===== config.mk =====
export PLATFORM = sky130hd
export DESIGN_NAME = modulator
export DESIGN_NICKNAME = d
export VERILOG_FILES = /design/src/rtl/modulator_pkg.sv /design/src/rtl/dcsk_delay_line.sv /design/src/rtl/modulator.sv
export SDC_FILE = /design/constraint.sdc
export NUM_CORES = 1
export LEC_CHECK = 0
export ABC_AREA = 1
export CAP_MARGIN = 30
export CELL_PAD_IN_SITES_DETAIL_PLACEMENT = 1
export CELL_PAD_IN_SITES_GLOBAL_PLACEMENT = 1
export CORE_UTILIZATION = 35
export DETAILED_ROUTE_END_ITERATION = 10
export PLACE_DENSITY = 0.69
export SLEW_MARGIN = 30
export SYNTH_ARGS = -nofsm -noshare
export SYNTH_HDL_FRONTEND = slang
export SYNTH_HIERARCHICAL = 1
export SYNTH_SLANG_ARGS = --single-unit
export TNS_END_PERCENT = 30

===== constraint.sdc =====
create_clock -name clk -period 1.5 [get_ports clk]
set_input_delay 0.15 -clock clk [delete_from_list [all_inputs] [get_ports clk]]
set_output_delay 0.15 -clock clk [all_outputs]
set_load 0.02 [all_outputs]

===== src/rtl/modulator_pkg.sv =====
// Shared types and helpers for the DCSK modulator.
package modulator_pkg;

  typedef enum logic [1:0] {
    IDLE = 2'd0,
    REF  = 2'd1,
    INFO = 2'd2
  } state_t;

  // Counter width that never collapses to zero bits for depth-1 cases.
  function automatic int cnt_width(input int n);
    return (n <= 1) ? 1 : $clog2(n);
  endfunction

endpackage


===== src/rtl/dcsk_delay_line.sv =====
// DEPTH-deep shift register holding the reference chips of the current bit.
// dout is the oldest stored chip.
module dcsk_delay_line #(
  parameter int DEPTH = 2
) (
  input  logic clk,
  input  logic rst_n,
  input  logic shift_en,
  input  logic din,
  output logic dout
);

  logic [DEPTH-1:0] sr;

  assign dout = sr[DEPTH-1];

  generate
    if (DEPTH == 1) begin : g_single
      // Single-stage line: just a register.
      always_ff @(posedge clk or negedge rst_n) begin
        if (!rst_n)        sr <= '0;
        else if (shift_en) sr <= din;
      end
    end else begin : g_multi
      // Shift toward the MSB so the oldest chip sits at the output.
      always_ff @(posedge clk or negedge rst_n) begin
        if (!rst_n)        sr <= '0;
        else if (shift_en) sr <= {sr[DEPTH-2:0], din};
      end
    end
  endgenerate

endmodule


===== src/rtl/modulator.sv =====
// DCSK modulator: per message bit, DELAY reference chips taken from the
// chaotic source, followed by DELAY information chips that repeat (bit 1)
// or invert (bit 0) the reference chips. Message is sent MSB first.
//
// state | meaning
// IDLE  | output 0, waiting for send
// REF   | transmitting reference chips, filling the delay line
// INFO  | transmitting delayed reference chips modulated by the message bit
module modulator
  import modulator_pkg::*;
#(
  parameter int MSG_WIDTH = 4,
  parameter int DELAY     = 2
) (
  input  logic                 clk,
  input  logic                 rst_n,
  input  logic                 send,
  input  logic                 chaos_bit,
  input  logic [MSG_WIDTH-1:0] message,
  output logic                 modulated_bit
);

  localparam int CW = cnt_width(DELAY);
  localparam int BW = cnt_width(MSG_WIDTH);
  localparam logic [CW-1:0] CHIP_LAST = CW'(DELAY - 1);
  localparam logic [BW-1:0] BIT_LAST  = BW'(MSG_WIDTH - 1);

  state_t               state, state_nxt;
  logic [MSG_WIDTH-1:0] msg_reg;
  logic [CW-1:0]        chip_cnt;
  logic [BW-1:0]        bit_idx;
  logic                 chip_last, bit_last, cur_bit;
  logic                 line_en, line_din, line_dout;

  assign chip_last = (chip_cnt == CHIP_LAST);
  assign bit_last  = (bit_idx == BIT_LAST);
  assign line_en   = (state != IDLE);
  assign line_din  = (state == REF) ? chaos_bit : 1'b0;

  dcsk_delay_line #(.DEPTH(DELAY)) u_delay (
    .clk      (clk),
    .rst_n    (rst_n),
    .shift_en (line_en),
    .din      (line_din),
    .dout     (line_dout)
  );

  // Select the message bit being sent; bit index 0 maps to the MSB.
  always_comb begin
    cur_bit = 1'b0;
    for (int i = 0; i < MSG_WIDTH; i++) begin
      if (BW'(MSG_WIDTH - 1 - i) == bit_idx) cur_bit = msg_reg[i];
    end
  end

  // State register.
  always_ff @(posedge clk or negedge rst_n) begin
    if (!rst_n) state <= IDLE;
    else        state <= state_nxt;
  end

  // Next-state logic; send is only looked at while idle.
  always_comb begin
    state_nxt = state;
    case (state)
      IDLE:    if (send) state_nxt = REF;
      REF:     if (chip_last) state_nxt = INFO;
      INFO:    if (chip_last) state_nxt = bit_last ? IDLE : REF;
      default: state_nxt = IDLE;
    endcase
  end

  // Message latch, chip counter and bit index.
  always_ff @(posedge clk or negedge rst_n) begin
    if (!rst_n) begin
      msg_reg  <= '0;
      chip_cnt <= '0;
      bit_idx  <= '0;
    end else begin
      case (state)
        IDLE: begin
          if (send) begin
            msg_reg  <= message;
            chip_cnt <= '0;
            bit_idx  <= '0;
          end
        end
        REF: begin
          chip_cnt <= chip_last ? '0 : chip_cnt + 1'b1;
        end
        INFO: begin
          chip_cnt <= chip_last ? '0 : chip_cnt + 1'b1;
          if (chip_last) bit_idx <= bit_last ? '0 : bit_idx + 1'b1;
        end
        default: begin
          chip_cnt <= '0;
          bit_idx  <= '0;
        end
      endcase
    end
  end

  // Registered chip output; information chips XOR the stored reference
  // with the inverted message bit so a 1 repeats and a 0 inverts.
  always_ff @(posedge clk or negedge rst_n) begin
    if (!rst_n) begin
      modulated_bit <= 1'b0;
    end else begin
      case (state)
        REF:     modulated_bit <= chaos_bit;
        INFO:    modulated_bit <= line_dout ^ ~cur_bit;
        default: modulated_bit <= 1'b0;
      endcase
    end
  end

endmodule


==> summary.md, run 1 <==
| Metric | Value |
|---|---|
| Status | complete, no violations |
| Filler cell count | 218 |
| Async set-reset flop share out of synthesis | 100% |
| Final Util | 47.9% |
| # setup viols final | 0 |
| Post-synth net total | 95 |
| Largest register FFs | 4 |
| Global-route wire length before repair | 2.36 mm |
| Sw Share | 42.7% |
| Wire per inst | 12.2 microns |
| Clock power frac | 12.0% |
| Worst setup EP type | register |
| Buffer and inverter count on the worst path | 2 |
| Die area | 0.00213 sq mm |
| Switching power | 684 uW |
| Critical-path top delay cell | dfrtp_1 |
| Ant diodes | 0 |
| Cts bufs inserted | 3 |
| Vias in the first global route | 569 |
| I/O Buffers | 8 |
| Fin area | 853 sq um |
| CTS clk-pin slew, worst paths | 70 ps |
| Cells after synthesis | 79 |
| Core area | 0.00178 sq mm |
| Critical path's largest stage delay | 410 ps |
| Root buf cell | clkbuf_4 |
| Area occupied by multi-input gates | 337 sq um |
| Min Tclk post-route | 1400 ps |
| Worst Skew | 2.19 ps |
| Mean post-synth cell area | 8.63 sq um |
| Die Height | 46.1 microns |
| H-Tree Depth | 1 |
| YS warnings | 6 |
| Internal power | 918 uW |
| Residual DRC count | 0 |
| CP cell instances | inv_2 > ha_4 > inv_2 > or2_4 > nand2_4 > nand2_2 > nand3b_1 > o21ai_1 |
| Static Leak | 0.000431 uW |
| Vias per cell | 4.69 |
| Synthesized area | 682 sq um |
| CP Class | register to register |
| Final net count | 111 |
| HPWL Detailed | 1.17 mm |
| Grt total ovfl | 0 |
| Antenna violations before repair | 0 |
| FF+latch area | 300 sq um |
| Final hold violations | 0 |
| IR drop worst, VDD | 916 uV |
| Largest net degree at the start of global routing | 8 |
| Ys flop type | dfrtp_1 |
| Clk buf depth | 2 |
| Via count | 553 |
| CTS Hold Bufs | 0 |
| Max frequency | 0.715 GHz |
| Layout area overhead | 25.1% |
| First-pass DRT Iterations | 3 |
| Overall Global Routing Usage | 16.3% |
| Initial core utilization | 38.2% |
| Io pins | 9 |
| Worst Setup Start Kind | register |
| TritonCTS Sinks | 12 |
| HP Class | primary input to asynchronous set/reset pin |
| TritonCTS clock tree | built |
| Worst EP arrival | 1560 ps |
| Critical Path Fanout Max | 5 |
| Max Cap Violations | 0 |
| PwrDens | 1880 mW/mm^2 |
| Setup TNS after final layout | 0 ps |
| Share of layout cells above drive strength 1 | 22.6% |
| Most frequent CP cell | inv_2 |
| Gate power share | 53.0% |
| DRT iter0 DRCs | 6 |
| Netlist cell types | 18 |
| GPL Wtd Cong | 0.779 |
| Post-DP Area | 808 sq um |
| CP required | 1660 ps |
| Row cnt | 15 |
| Top delay family on crit path | simple AND/OR/NAND/NOR gates |
| Die Span X | 46.1 microns |
| Max Slew Vio Count | 0 |
| Seq/Total Area, Yosys | 44.0% |
| Clk_lat worst skew | 270 ps |
| Number of synthesized flops with an enable pin | 0 |
| Post-DRT Antenna Nets | 0 |
| #FFs+latches synth | 12 |
| Crit share post-route | 93.2% |
| Slew HR | 77.0% |
| Sequential share of power | 35.0% |
| Tightest Pin Transition | 344 ps |
| Final WL | 1.44 mm |
[cells in the mapped netlist (2+ instances only)]
| cell | number | share of area, % |
|---|---|---|
| a21oi_1 | 6 | 4.4 |
| nand3_1 | 4 | 2.9 |
| mux2_2 | 2 | 3.3 |
| o21ai_1 | 3 | 2.2 |
| nand2_1 | 17 | 9.4 |
| nor2_1 | 3 | 1.7 |
| inv_2 | 2 | 1.1 |
| ha_1 | 8 | 15 |
| inv_1 | 14 | 7.7 |
| dfrtp_1 | 12 | 44 |
[stage by stage]
stage	instances	setup slack (ps)	total power [uW]	hold slack [ps]
2_1_floorplan	79	173	1140	-146
3_5_place_dp	114	55.1	1360	443
5_1_grt	118	-5.89	1780	148
3_3_place_gp	114	92.0	1320	443
4_1_cts	117	25.7	1570	139
6_report	118	101	1600	143
[layer usage]
layer	vias to the layer above	wire [microns]	global-route usage, %
met5	-	0	0
met4	0	16	3.53
met3	2	62	7.06
met2	7	753	28.7
met1	272	610	18.0
li1	272	-	-
[cell families after synthesis]
group	count (synthesis)	share of synthesized area, %
and+or+nand+nor	30	20.6
adders and majority gates	8	14.7
DFF	12	44.0
buffers and inverters	16	8.81
muxes	2	3.30
AOI/OAI and AO/OA	11	8.62
[power by group through the flow]
stage               registers [uW]  clock network [uW]  logic [uW]
finish                         561                 192         848
global placement               558                   0         760
detailed placement             563                   0         799
CTS                            558                 207         810
global route                   581                 224         976
floorplan                      545                   0         593
[final timing paths]
| check | from | endpoint | slack, ps | depth (start not counted) |
|---|---|---|---|---|
| setup reg to reg | state[0] | state[0] | 100 | 8 |
| min in group clk | chaos_bit | modulated_bit | 460 | 3 |
| hold reg to reg | u_delay/sr[0] | u_delay/sr[0] | 480 | 2 |
| hold / removal | rst_n | chip_cnt | 140 | 1 |
| max in group asynchronous | rst_n | msg_reg[1] | 940 | 2 |
| setup / recovery | state[0] | state[0] | 100 | 8 |
[cell type report]
class                      count  area share (%)
sequential                    12            35.2
inverter                      16            7.04
clock buffer                   3            2.64
multi-input combinational     51            39.4
tap                           25            3.67
timing repair buffer          11            12.0
[cell usage in the layout (no fill, tap or decap), types with 2 or more instances in the layout]
cell             count
clkbuf_4             3
a21oi_1              6
clkdlybuf4s50_1      8
mux2_2               2
o21ai_1              3
buf_4                3
nand2_1             17
nand3_1              4
inv_2                6
nor2_1               3
inv_1               10
dfrtp_1             12
ha_1                 6
[timing repair]
item                       CTS  global route
gates resized for setup      0             7
setup endpoints to repair    0             5
setup buffers                0             1
Power figures use the tool's default switching activity.
==> run 2: changes to the inputs <==
CAP_MARGIN = not set   (was 30)
SKIP_CTS_REPAIR_TIMING = 1   (was not set)
==> results of run 2 <==
No change in the layout: final DEF, timing and power equal those of run 1.
